<file path="src/rtl/cmd_frame_ctrl.sv">
// cmd_frame_ctrl
// Framed command parser and configuration controller. Sits between the USB
// byte receiver and the signal generator.
//
// A frame is five bytes: SYNC_BYTE, OP, D1, D0, CK, where CK = OP ^ D1 ^ D0.
// Frames with a good checksum write shadow registers. A commit opcode copies
// every shadow to the live outputs in a single cycle, so downstream logic
// never sees a half-updated configuration.
//
// Ports
//   clk          system clock (100 MHz domain)
//   rst          synchronous reset, active-high
//   rx_data      received byte, qualified by rx_valid
//   rx_valid     one-cycle strobe per received byte
//   state        live waveform select
//   state_freq   live frequency word
//   state_amp    live amplitude code
//   state_phase  live phase offset
//   cfg_update   one-cycle pulse when the live outputs are committed
//   err_cksum    one-cycle pulse on a checksum mismatch
//   err_op       one-cycle pulse on a good frame with an unknown opcode
//   err_timeout  one-cycle pulse when a partial frame is abandoned
//   busy         high while a frame is in progress
module cmd_frame_ctrl #(
    parameter logic [7:0]  SYNC_BYTE   = 8'hA5,
    parameter int          TIMEOUT_CYC = 1000000,
    parameter logic [2:0]  DEF_STATE   = 3'd0,
    parameter logic [11:0] DEF_FREQ    = 12'd100,
    parameter logic [2:0]  DEF_AMP     = 3'd7,
    parameter logic [7:0]  DEF_PHASE   = 8'd0
) (
    input  logic        clk,
    input  logic        rst,
    input  logic [7:0]  rx_data,
    input  logic        rx_valid,
    output logic [2:0]  state,
    output logic [11:0] state_freq,
    output logic [2:0]  state_amp,
    output logic [7:0]  state_phase,
    output logic        cfg_update,
    output logic        err_cksum,
    output logic        err_op,
    output logic        err_timeout,
    output logic        busy
);

    localparam logic [2:0] S_IDLE = 3'd0;
    localparam logic [2:0] S_OP   = 3'd1;
    localparam logic [2:0] S_D1   = 3'd2;
    localparam logic [2:0] S_D0   = 3'd3;
    localparam logic [2:0] S_CK   = 3'd4;

    localparam logic [7:0] OP_STATE  = 8'h01;
    localparam logic [7:0] OP_FREQ   = 8'h02;
    localparam logic [7:0] OP_AMP    = 8'h03;
    localparam logic [7:0] OP_PHASE  = 8'h04;
    localparam logic [7:0] OP_DEFLT  = 8'h0E;
    localparam logic [7:0] OP_COMMIT = 8'h0F;

    // The counter only ever needs to reach TIMEOUT_CYC-1.
    localparam int CNT_W = (TIMEOUT_CYC > 2) ? $clog2(TIMEOUT_CYC) : 1;
    localparam logic [CNT_W-1:0] TMO_LAST = CNT_W'(TIMEOUT_CYC - 1);

    logic [2:0]       fsm_reg;
    logic [7:0]       op_reg;
    logic [7:0]       d1_reg;
    logic [7:0]       d0_reg;
    logic [CNT_W-1:0] tmo_cnt_reg;

    logic [2:0]       shadow_state_reg;
    logic [11:0]      shadow_freq_reg;
    logic [2:0]       shadow_amp_reg;
    logic [7:0]       shadow_phase_reg;

    logic [2:0]       live_state_reg;
    logic [11:0]      live_freq_reg;
    logic [2:0]       live_amp_reg;
    logic [7:0]       live_phase_reg;

    logic             cfg_update_reg;
    logic             err_cksum_reg;
    logic             err_op_reg;
    logic             err_timeout_reg;

    logic [7:0]       cksum_calc;
    assign cksum_calc = op_reg ^ d1_reg ^ d0_reg;

    always_ff @(posedge clk) begin
        if (rst) begin
            fsm_reg          <= S_IDLE;
            op_reg           <= 8'h00;
            d1_reg           <= 8'h00;
            d0_reg           <= 8'h00;
            tmo_cnt_reg      <= '0;
            shadow_state_reg <= DEF_STATE;
            shadow_freq_reg  <= DEF_FREQ;
            shadow_amp_reg   <= DEF_AMP;
            shadow_phase_reg <= DEF_PHASE;
            live_state_reg   <= DEF_STATE;
            live_freq_reg    <= DEF_FREQ;
            live_amp_reg     <= DEF_AMP;
            live_phase_reg   <= DEF_PHASE;
            cfg_update_reg   <= 1'b0;
            err_cksum_reg    <= 1'b0;
            err_op_reg       <= 1'b0;
            err_timeout_reg  <= 1'b0;
        end else begin
            // Pulses are single-cycle unless re-asserted below.
            cfg_update_reg  <= 1'b0;
            err_cksum_reg   <= 1'b0;
            err_op_reg      <= 1'b0;
            err_timeout_reg <= 1'b0;

            if (rx_valid) begin
                // An accepted byte always wins over a timeout in the same cycle.
                tmo_cnt_reg <= '0;
                case (fsm_reg)
                    S_IDLE: begin
                        if (rx_data == SYNC_BYTE) begin
                            fsm_reg <= S_OP;
                        end
                    end
                    S_OP: begin
                        op_reg  <= rx_data;
                        fsm_reg <= S_D1;
                    end
                    S_D1: begin
                        d1_reg  <= rx_data;
                        fsm_reg <= S_D0;
                    end
                    S_D0: begin
                        d0_reg  <= rx_data;
                        fsm_reg <= S_CK;
                    end
                    S_CK: begin
                        fsm_reg <= S_IDLE;
                        if (rx_data != cksum_calc) begin
                            err_cksum_reg <= 1'b1;
                        end else begin
                            case (op_reg)
                                OP_STATE: shadow_state_reg <= d0_reg[2:0];
                                OP_FREQ:  shadow_freq_reg  <= {d1_reg[3:0], d0_reg};
                                OP_AMP:   shadow_amp_reg   <= d0_reg[2:0];
                                OP_PHASE: shadow_phase_reg <= d0_reg;
                                OP_DEFLT: begin
                                    shadow_state_reg <= DEF_STATE;
                                    shadow_freq_reg  <= DEF_FREQ;
                                    shadow_amp_reg   <= DEF_AMP;
                                    shadow_phase_reg <= DEF_PHASE;
                                end
                                OP_COMMIT: begin
                                    live_state_reg <= shadow_state_reg;
                                    live_freq_reg  <= shadow_freq_reg;
                                    live_amp_reg   <= shadow_amp_reg;
                                    live_phase_reg <= shadow_phase_reg;
                                    cfg_update_reg <= 1'b1;
                                end
                                default:  err_op_reg <= 1'b1;
                            endcase
                        end
                    end
                    default: fsm_reg <= S_IDLE;
                endcase
            end else if (fsm_reg != S_IDLE) begin
                // Mid-frame silence: abandon the partial frame once the
                // counter has seen TIMEOUT_CYC idle cycles.
                if (tmo_cnt_reg == TMO_LAST) begin
                    err_timeout_reg <= 1'b1;
                    fsm_reg         <= S_IDLE;
                    tmo_cnt_reg     <= '0;
                end else begin
                    tmo_cnt_reg <= tmo_cnt_reg + 1'b1;
                end
            end
        end
    end

    assign state       = live_state_reg;
    assign state_freq  = live_freq_reg;
    assign state_amp   = live_amp_reg;
    assign state_phase = live_phase_reg;
    assign cfg_update  = cfg_update_reg;
    assign err_cksum   = err_cksum_reg;
    assign err_op      = err_op_reg;
    assign err_timeout = err_timeout_reg;
    // fsm_reg is a register, so busy changes on the same edge as the FSM.
    assign busy        = (fsm_reg != S_IDLE);

endmodule

</file>
<file path="config.mk">
export PLATFORM = sky130hd
export DESIGN_NAME = cmd_frame_ctrl
export DESIGN_NICKNAME = d
export VERILOG_FILES = /design/src/rtl/cmd_frame_ctrl.sv
export SDC_FILE = /design/constraint.sdc
export NUM_CORES = 1
export LEC_CHECK = 0
export CAP_MARGIN = 10
export CORE_ASPECT_RATIO = 0.6
export CORE_MARGIN = 1.5
export CORE_UTILIZATION = 55
export DETAILED_ROUTE_END_ITERATION = 8
export MAX_ROUTING_LAYER = met4
export PLACE_DENSITY = 0.81
export SLEW_MARGIN = 20
export SYNTH_ARGS = -nofsm -noshare
export SYNTH_HDL_FRONTEND = slang
export SYNTH_SLANG_ARGS = --single-unit
export TNS_END_PERCENT = 5
</file>
<file path="constraint.sdc">
create_clock -name clk -period 2.4 [get_ports clk]
set_clock_uncertainty 0.1 [all_clocks]
set_input_delay 0.48 -clock clk [delete_from_list [all_inputs] [get_ports clk]]
set_output_delay 0.48 -clock clk [all_outputs]
set_load 0.02 [all_outputs]
</file>
**Word level (Yosys, flattened, before mapping)**

Cells that the tools add are included.

- Add/sub/neg operators: 1
- Muxes and demuxes: 14
- Div/mod/pow operators: 0
- Bitwise gates (word level): 6
- Order comparisons: 0
- Equal/unequal tests: 14
- Reductions and logical operators: 22
- $mul: 0
- Shift-type cells: 0

Operators with widths:

| kind | count |
|---|---|
| 12-bit case mux with 2 select lines | 1 |
| 20-bit by 1-bit adder with 20-bit output (second input constant) | 1 |
| 20-bit equality test (second input constant) | 1 |
| 20-bit 2-to-1 mux | 1 |
| 4-bit AND reduction | 5 |
| 8-bit by 2-bit equality test with 1-bit output (second input constant) | 2 |
| 8-bit by 4-bit equality test with 1-bit output (second input constant) | 2 |
| 8-bit case mux with 2 select lines | 1 |
| 8-bit XOR | 2 |
| 3-bit 2-to-1 mux | 4 |
| 3-bit case mux with 2 select lines | 2 |
| 3-bit case mux with 4 select lines | 1 |
| 2-bit nonzero test | 6 |
| 8-bit by 1-bit equality test with 1-bit output (second input constant) | 1 |
| 8-bit by 3-bit equality test with 1-bit output (second input constant) | 1 |
| 8-bit equality test (second input constant) | 1 |
| 8-bit inequality test | 1 |
| 3-bit by 2-bit equality test with 1-bit output (second input constant) | 2 |
| 2-bit AND reduction | 3 |
| 3-bit OR reduction | 2 |
| 6-bit OR reduction | 1 |
| 1-bit 2-to-1 mux | 4 |
| 1-bit NOT | 4 |
| 4-bit OR reduction | 1 |
| 7 further kinds | 7 |

- Memory bits (read-only): 0
- Bits in registers: 103
- Latch bits: 0
- Input port bits: 11
- Output and inout port bits: 31
- Memory bits (writable): 0
- Memories: 0

**Logic depth before layout (Yosys ltp)**

Gate-level depths: netlist of the first run.

- Depth in word-level cells: 5
- Gate-level depth with buffers: 8

**Least setup slack after synthesis of the first run**

No wires, ideal clock.

- Path type: in2reg
- Start point: input port rx_data[1]
- End point: register live_amp_reg[0], in the netlist state_amp[0]
- Required time: 2228 ps
- Arrival: 1878 ps
- Stages on the path: 7
- Slack: 350 ps
- Library setup time: 72 ps
- Buffers on the path: 2
- Cell sequence: xnor2_1 xnor2_1 nand4_4 nor4_1 buf_4 buf_6 mux2i_1

- Longest elaborated chain between the ends: 3

RTL lines:

| what | RTL line | RTL |
|---|---|---|
| start: declaration | 34 | `input logic [7:0] rx_data,` |
| 8-bit inequality test | 137 | `if (rx_data != cksum_calc) begin` |
| 1-bit NOT (no source line) | - |  |
| 4-bit AND reduction (no source line) | - |  |
| end signal: assignment | 154 | `live_amp_reg <= shadow_amp_reg;` |
| end: declaration | 77 | `logic [2:0] live_amp_reg;` |

No other way between the ends.
A chain may end at the register's enable or synchronous reset.

**Worst setup path in the final report of the first run**

- Start point: register fsm_reg[0]
- End point: output port busy

- Longest elaborated chain between the ends: 1

RTL lines:

| what | RTL line | RTL |
|---|---|---|
| start: declaration | 64 | `logic [2:0] fsm_reg;` |
| start signal: assignment | 90 | `fsm_reg <= S_IDLE;` |
| start signal: assignment | 120 | `fsm_reg <= S_OP;` |
| start signal: assignment | 125 | `fsm_reg <= S_D1;` |
| 3-bit nonzero test | 187 | `assign busy = (fsm_reg != S_IDLE);` |
| end: declaration | 44 | `output logic busy` |

No other way between the ends.

==> impl_metrics.tcl, run 1 <==
set metrics [dict create \
    synth.distinct_cells 37 \
    drt_pass1_iterations 7 \
    drt_iter0_markers 409 \
    final_cells 650 \
    die-area_sq_um 8663 \
    cts_buffer_depth 2 \
    routedWlPerCell_microns 15.19 \
    outcome "finished, final reports clean" \
    worst_slew_pin_slew_ns 0.6007 \
    worst_slack_ns 0.08554 \
    drc 0 \
    leakage_uw 0.001806 \
    placed_cells 635 \
    p_clk_share_pct 43.9 \
    grt_max_degree 86 \
    max_stage_delay_ns 0.62 \
    synth_mux_area_share_pct 11.69 \
    cp-end-kind "output port" \
    wl_microns 9871 \
    rows 25 \
    synth.net_count 495 \
    synth_compound_area_share_pct 4.805 \
    path_delay_family "buffers and inverters" \
    crit_cells 3 \
    synth_top_family_by_area "simple AND/OR/NAND/NOR gates" \
    cts_buffers 9 \
    yosys_warnings 0 \
    crit_type "flip-flop to output port" \
    dr.max_layer_used "met4" \
    rr_worst_depth 8 \
    power.density_nw_per_um2 597.8 \
    power_frac_comb_pct 3.6 \
    insertedDiodeCount 0 \
    max_freq_mhz 432.1 \
    sw_frac_of_total_pct 21.21 \
    antenna_found_initial 0 \
    grt_overflow 0 \
    ys_seq_elements 103 \
    maxCapViolations 0 \
    track_usage_pct 25.18 \
    grt_pass1_wl_microns 16550 \
    drtAntennaViolNets 0 \
    yosys.area_share.adder_pct 0.2810 \
    seqPwrFrac_pct 52.4 \
    slew_headroom_pct 59.65 \
    cp_max_fo 10 \
    core_sq_um 7851 \
    wl_met2_microns 4273 \
    synth_area_per_cell_sq_um 9.220 \
    clkSinkCount 103 \
    synth-edff-count 0 \
    port_buffers 41 \
    worstSetupStartpointType "flip-flop" \
    hold_viol 0 \
    vdd_ir_drop_max_uv 398.9 \
    timing.critical_path.buf_inv 2 \
    synthSimpleGateAreaFrac_pct 25.15 \
    cts_root_buf "clkbuf_16" \
    vias 3520 \
    grt_pass1_vias 3293 \
    cts_hold_buf 0 \
    holdCritPathClass "flip-flop to flip-flop" \
    io_pins 42 \
    die_w_microns 119.2 \
    cp.arrival_ns 1.73 \
    min_path_cells 2 \
    worstPathCellList "nor3_1 > inv_1 > clkdlybuf4s50_1" \
    synth.cell_area_sq_um 4453 \
    fin_crit_sh_pct 96.44 \
    clk_transition_reported_paths_ns 0.06 \
    cts_tree "done" \
    place.gp.congestion 0.8647 \
    finalCriticalPeriod_ns 2.314 \
    slew_violations 0 \
    fp.dieH_microns 72.70 \
    layout.nets 550 \
    drive_above_1_share_pct 10.52 \
    largest_register_ffs 20 \
    hpwl_microns 6925 \
    synthCells 483 \
    setup_viol 0 \
    ys_dominant_reg_cell "dfxtp_1" \
    drt-vias-per-instance 5.415 \
    rsz0062_at_grt "yes" \
    yosysSeqAreaShare_pct 46.31 \
    synth_xor_area_share_pct 8.654 \
    synthArstFlopShare_pct 0 \
    cpMaxStageDelayCell "clkdlybuf4s50_1" \
    initial_utilization_pct 56.72 \
    htree_levels 3 \
    clock_latency_ns 0.35 \
    power.switching_uw 691.1 \
    dr_wl_met3_microns 544 \
    drt-met1-wl_microns 4918 \
    cp.required_ns 1.82 \
    power.internal_uw 2567 \
    dp_slack_ns -0.3613 \
    postCtsSetupBuffers 0 \
    syn2layout_area_growth_pct 22.39 \
]
Yosys cell counts, drive strengths merged, types with 3 or more instances:
master / instances / area (sq um)
dfxtp: 103 / 2062
nand2: 73 / 274.0
mux2i: 52 / 520.5
nor2: 48 / 180.2
nand2b: 42 / 262.8
a21oi: 29 / 145.1
xnor2: 27 / 236.5
clkbuf: 18 / 67.56
xor2: 17 / 148.9
nand3: 13 / 65.06
nor4: 10 / 105.1
buf: 7 / 63.81
nand4: 6 / 58.80
and3: 5 / 31.28
nor3: 5 / 25.02
a31oi: 3 / 18.77
and4: 3 / 26.28
or2: 3 / 18.77
cell usage in the layout, fill, tap and decap left out, types with 2 or more instances in the layout:
cell	count
nor4_4	2
buf_4	23
clkdlybuf4s50_1	40
nand2b_1	42
or2_2	3
mux2i_1	52
nor4bb_1	2
clkinvlp_4	2
nand3_1	13
o21ai_0	2
nor4_1	5
clkbuf_16	9
nand3b_1	2
and4_1	3
nor3_1	5
nand2_1	73
buf_12	5
nor3b_1	2
a21oi_1	28
inv_1	2
nor2_1	48
xnor2_1	26
dfxtp_1	102
xor2_1	16
nand4_1	4
nor4_2	3
a31oi_1	3
and3_1	5
stage by stage:
| stage | TNS (ns) | power, uW | instance area [sq um] | hold slack (ns) | utilization (%) |
|---|---|---|---|---|---|
| detailed placement | -12.56 | 1862 | 5141 | 0.3631 | 65.48 |
| global route | -0.03156 | 3347 | 5450 | 0.3976 | 69.42 |
| floorplan | 0 | 1807 | 4453 | 0.3478 | - |
| CTS | 0 | 3266 | 5430 | 0.3758 | 69.16 |
| finish | 0 | 3258 | 5450 | 0.3731 | 69.42 |
| global placement | -9.831 | 1860 | 5141 | 0.3552 | 65.48 |
worst reg2reg max path, stage by stage, from the launching register on:
cell and delay [ns]:
dfxtp_1 0.33, nor4_1 0.32, buf_4 0.20, and3_1 0.22, nand2_1 0.12, nor4_2 0.29, buf_4 0.19, buf_12 0.16
mux2i_1 0.23
what timing repair did:
item / CTS / global route
pin swaps: 0 / 2
resized for setup: 1 / 4
endpoints found under the setup margin: 1 / 33
power by group through the flow:
| stage | registers (uW) | clock network (uW) | logic, uW |
|---|---|---|---|
| after floorplan | 1750 | 0 | 59.2 |
| after global placement | 1750 | 0 | 112 |
| after detailed placement | 1750 | 0 | 114 |
| after CTS | 1710 | 1440 | 115 |
| after global routing | 1710 | 1510 | 125 |
| final | 1710 | 1430 | 118 |
final timing paths:
kind                                  from      endpoint  slack [ns]
worst max-delay path            fsm_reg[0]          busy        0.09
worst min-delay path              state[2]      state[2]        0.37
worst max register to register   op_reg[4]  state_amp[1]        0.16
worst min register to register    state[2]      state[2]        0.37
cells by family (layout without fill, tap and decap cells):
| family | count (synthesis) | in the layout |
|---|---|---|
| buffers and inverters | 27 | 86 |
| flip-flops | 103 | 103 |
| multiplexers | 52 | 52 |
| AO/OA/AOI/OAI | 39 | 39 |
| XOR/XNOR | 44 | 44 |
| adder cells (fa/ha/maj) | 1 | 1 |
| AND/OR/NAND/NOR | 217 | 217 |
per-layer routing:
layer,GRT usage (%),vias up
li1,-,1729
met1,34.59,1673
met2,37.38,107
met3,5.859,11
met4,7.095,0
met5,-,-
cell type report:
cell class	count	area, sq um
Clock buffer	10	229.0
Multi-Input combinational cell	353	2278
Sequential cell	103	2063
Clock inverter	5	58.81
Timing Repair Buffer	69	678.2
Fill cell	614	2401
Inverter	2	7.507
Tap cell	108	135.1
No activity file was read; power rests on OpenSTA's default activity.
==> run 2: changes to the inputs <==
CELL_PAD_IN_SITES_DETAIL_PLACEMENT = 0   (was unset)
CELL_PAD_IN_SITES_GLOBAL_PLACEMENT = 1   (was unset)
CORE_UTILIZATION = 44   (was 55)
PLACE_DENSITY = 0.83   (was 0.81)
==> impl_metrics.tcl, run 2 (synthesis results as in run 1) <==
set metrics [dict create \
    place.gp.congestion 0.8148 \
    drt-vias-per-instance 4.977 \
    cts_buffers 9 \
    drc 0 \
    drt_iter0_markers 189 \
    track_usage_pct 19.59 \
    crit_type "input pin to flip-flop" \
    cts_buffer_depth 2 \
    cts_hold_buf 0 \
    slew_headroom_pct 57.41 \
    layout.nets 553 \
    cp.required_ns 2.58 \
    final_cell_mix "dfxtp_1 (103), nand2_1 (73), mux2i_1 (52)" \
    tns_ns 0 \
    clock_latency_ns 0.35 \
    insertedDiodeCount 0 \
    holdCritPathClass "flip-flop to flip-flop" \
    cts_root_buf "clkbuf_16" \
    routedWlPerCell_microns 14.33 \
    hold_viol 0 \
    outcome "finished, final reports clean" \
    n_fill_cell 873 \
    vdd_ir_drop_max_uv 425.6 \
    antenna_found_initial 0 \
    grt_pass1_vias 3172 \
    core_sq_um 9844 \
    grt_max_degree 53 \
    cp.arrival_ns 2.49 \
    maxCapViolations 0 \
    clk_transition_reported_paths_ns 0.07 \
    rows 28 \
    port_buffers 41 \
    drt_pass1_iterations 5 \
    power.density_nw_per_um2 599.2 \
    syn2layout_area_growth_pct 23.32 \
    io_pins 42 \
    hold_ws_ns 0.3692 \
    max_freq_mhz 431.7 \
    leakage_uw 0.001818 \
    fin_crit_sh_pct 96.52 \
    layout_commonest_cell "dfxtp_1" \
    postCtsSetupBuffers 0 \
    finalCriticalPeriod_ns 2.316 \
    vias 3389 \
    cp-end-kind "flip-flop" \
    worstSetupStartpointType "input pin" \
    grt_overflow 0 \
    drtAntennaViolNets 0 \
    rsz0062_at_grt "yes" \
    die-area_sq_um 10750 \
    slew_violations 0 \
    htree_levels 3 \
    worst_slew_pin_slew_ns 0.6330 \
    largest_register_ffs 20 \
    cts_tree "done" \
    cts_resized 0 \
    grt_pass1_wl_microns 15850 \
    fp.dieH_microns 80.93 \
    die_w_microns 132.9 \
    initial_utilization_pct 45.23 \
    hpwl_microns 7050 \
    cp_max_fo 11 \
    clkSinkCount 103 \
    wl_microns 9756 \
    setup_viol 0 \
    power_uw 3290 \
    drive_above_1_share_pct 10.81 \
]
==> run 2: power breakdown <==
| part | switching, uW | internal [uW] |
|---|---|---|
| Combinational | 62.2 | 52.0 |
| Clock | 653 | 815 |
| Sequential | 0.285 | 1710 |
| Total | 716 | 2570 |
==> run 2: per-layer routing <==
layer  share of wire (%)  GRT usage, %
met1                  53         27.70
met2                  40         27.60
met3                 5.6         5.306
met4                0.62         4.615
met5                   0             -
==> run 2: critical path, stage by stage <==
cell	delay (ns)
clkdlybuf4s50_1	0.45
xnor2_1	0.16
xnor2_1	0.28
nand4_4	0.22
nor4_2	0.33
buf_4	0.21
buf_12	0.15
mux2i_1	0.20
==> run 2: per-stage QoR <==
step | util [%] | std cells | setup slack [ns] | instance area [sq um]
3_3_place_gp | 52.67 | 665 | -0.2251 | 5185
6_report | 55.78 | 681 | 0.08354 | 5492
4_1_cts | 55.68 | 681 | 0.02702 | 5482
5_1_grt | 55.78 | 681 | -0.01619 | 5492
3_5_place_dp | 52.67 | 665 | -0.3208 | 5185
2_1_floorplan | - | 483 | 0.3502 | 4453
==> run 2: final timing paths <==
check             slack [ns]             to  depth (start not counted)  startpoint
hold / removal          0.37      d1_reg[4]                          2   d1_reg[4]
setup reg to reg        0.18  state_freq[6]                          7   op_reg[3]
setup / recovery        0.08  state_freq[6]                          8  rx_data[1]
hold reg to reg         0.37      d1_reg[4]                          2   d1_reg[4]
==> run 2: area by class of cell <==
type | instances | area (sq um) | area share (%)
repair buffers | 72 | 688.2 | 12.53
multi-input cells | 353 | 2268 | 41.31
clock inverters | 6 | 67.56 | 1.230
flip-flops and latches | 103 | 2062 | 37.55
well taps | 135 | 168.9 | 3.076
inverters | 2 | 7.507 | 0.1367
clock buffers | 10 | 229.0 | 4.170
==> run 3: changes to the inputs <==
SKIP_LAST_GASP = 1   (was unset)
==> impl_metrics.tcl, run 3 (synthesis results as in run 1) <==
set metrics [dict create \
    outcome "finished with violations" \
    finalCriticalPeriod_ns 2.405 \
    multi_input_area_sq_um 2262 \
    largest_register_ffs 20 \
    clk_transition_reported_paths_ns 0.07 \
    layout.nets 553 \
    routedWlPerCell_microns 14.31 \
    port_buffers 41 \
    rows 28 \
    worstSetupStartpointType "input pin" \
    max_freq_mhz 415.7 \
    drive_above_1_share_pct 10.62 \
    leakage_uw 0.001817 \
    clock_latency_ns 0.35 \
    cp.arrival_ns 2.49 \
    r2r_setup_slack_ns 0.09 \
    hold_end "d1_reg[4]" \
    grt_max_degree 53 \
    grt_pass1_wl_microns 15850 \
    io_pins 42 \
    drt-met1-wl_microns 5301 \
    worst_slack_ns -0.005460 \
    hpwl_microns 7050 \
    tns_ns -0.005460 \
    postLayoutCellArea_sq_um 5485 \
    dr_wl_met3_microns 434 \
    cts_tree "done" \
    drt_pass1_iterations 4 \
    min_path_cells 2 \
    holdCritPathClass "flip-flop to flip-flop" \
    rsz0062_at_grt "yes" \
    core_sq_um 9844 \
    maxCapViolations 0 \
    place.gp.congestion 0.8148 \
    drtAntennaViolNets 0 \
    cts_buffer_depth 2 \
    drc 0 \
    dr.max_layer_used "met4" \
    r2r_start "op_reg[3]" \
    die-area_sq_um 10750 \
    power.density_nw_per_um2 600.1 \
    crit_type "input pin to flip-flop" \
    wl_met2_microns 3932 \
    rr_worst_depth 5 \
    r2r-end "err_op" \
    power_uw 3292 \
    min_from "d1_reg[4]" \
    die_w_microns 132.9 \
    drt_iter0_markers 261 \
    cp.required_ns 2.49 \
    initial_utilization_pct 45.23 \
    vias 3398 \
    final_cell_mix "dfxtp_1 (103), nand2_1 (73), mux2i_1 (52)" \
    slew_violations 0 \
    dp_slack_ns -0.3208 \
    cts_buffers 9 \
    setup_viol 1 \
    track_usage_pct 19.59 \
    cts_root_buf "clkbuf_16" \
    slew_headroom_pct 56.65 \
    n_fill_cell 875 \
    cp-end-kind "flip-flop" \
    grt_pass1_vias 3172 \
    placed_area_sq_um 5185 \
    layout_commonest_cell "dfxtp_1" \
    vdd_ir_drop_max_uv 424.9 \
    fin_crit_sh_pct 100.2 \
    hold_viol 0 \
    wl_microns 9747 \
    insertedDiodeCount 0 \
    grt_overflow 0 \
    worst_slew_pin_slew_ns 0.6443 \
    syn2layout_area_growth_pct 23.18 \
    violations "setup timing" \
    antenna_found_initial 0 \
    drt-vias-per-instance 4.990 \
    regArea_sq_um 2062 \
    cp_max_fo 6 \
    clkSinkCount 103 \
    fp.dieH_microns 80.93 \
    htree_levels 3 \
]
-- run 3: critical path, stage by stage --
cell and delay [ns]:
clkdlybuf4s50_1 0.45, xnor2_1 0.16, xnor2_1 0.28, nand4_4 0.22, or2_2 0.39, a2111oi_0 0.51
-- run 3: stage by stage --
stage / hold WS, ns / utilization [%] / std cells
detailed placement: 0.3645 / 52.67 / 665
global placement: 0.3579 / 52.67 / 665
finish: 0.3677 / 55.72 / 681
CTS: 0.3742 / 55.68 / 681
global route: 0.3835 / 55.72 / 681
floorplan: 0.3478 / - / 483
-- run 3: power by group --
group | switching [uW] | total [uW] | internal (uW)
clock network | 655 | 1470 | 815
registers | 0.275 | 1710 | 1710
logic | 62.1 | 114 | 52.0
-- run 3: per-layer routing --
| metal | vias up | global-route usage (%) |
|---|---|---|
| li1 | 1736 | - |
| met1 | 1595 | 27.70 |
| met2 | 61 | 27.60 |
| met3 | 6 | 5.306 |
| met4 | 0 | 4.615 |
| met5 | - | - |
-- run 3: how the worst max path moves through the flow --
stage | start | end | slack (ns) | depth (start not counted)
6_report | rx_data[1] | err_op | -0.005 | 6
4_1_cts | rx_data[1] | err_op | 0.03 | 6
2_1_floorplan | rx_data[1] | state_amp[0] | 0.35 | 7
3_3_place_gp | rx_data[3] | state_phase[2] | -0.23 | 8
5_1_grt | fsm_reg[0] | busy | -0.04 | 3
3_5_place_dp | rx_data[1] | err_op | -0.32 | 6
-- run 3: layout make-up --
| class | count | area share, % |
|---|---|---|
| Clock inverter | 6 | 1.232 |
| Timing Repair Buffer | 72 | 12.55 |
| Clock buffer | 10 | 4.174 |
| Sequential cell | 103 | 37.59 |
| Multi-Input combinational cell | 353 | 41.24 |
| Tap cell | 135 | 3.079 |
| Inverter | 2 | 0.1369 |
-- run 3: what timing repair did --
| item | 4_1_cts | 5_1_grt |
|---|---|---|
| setup endpoints to repair | 0 | 18 |
| resized for setup | 0 | 1 |
| buffers inserted | 0 | 0 |
| hold buffers | 0 | 0 |
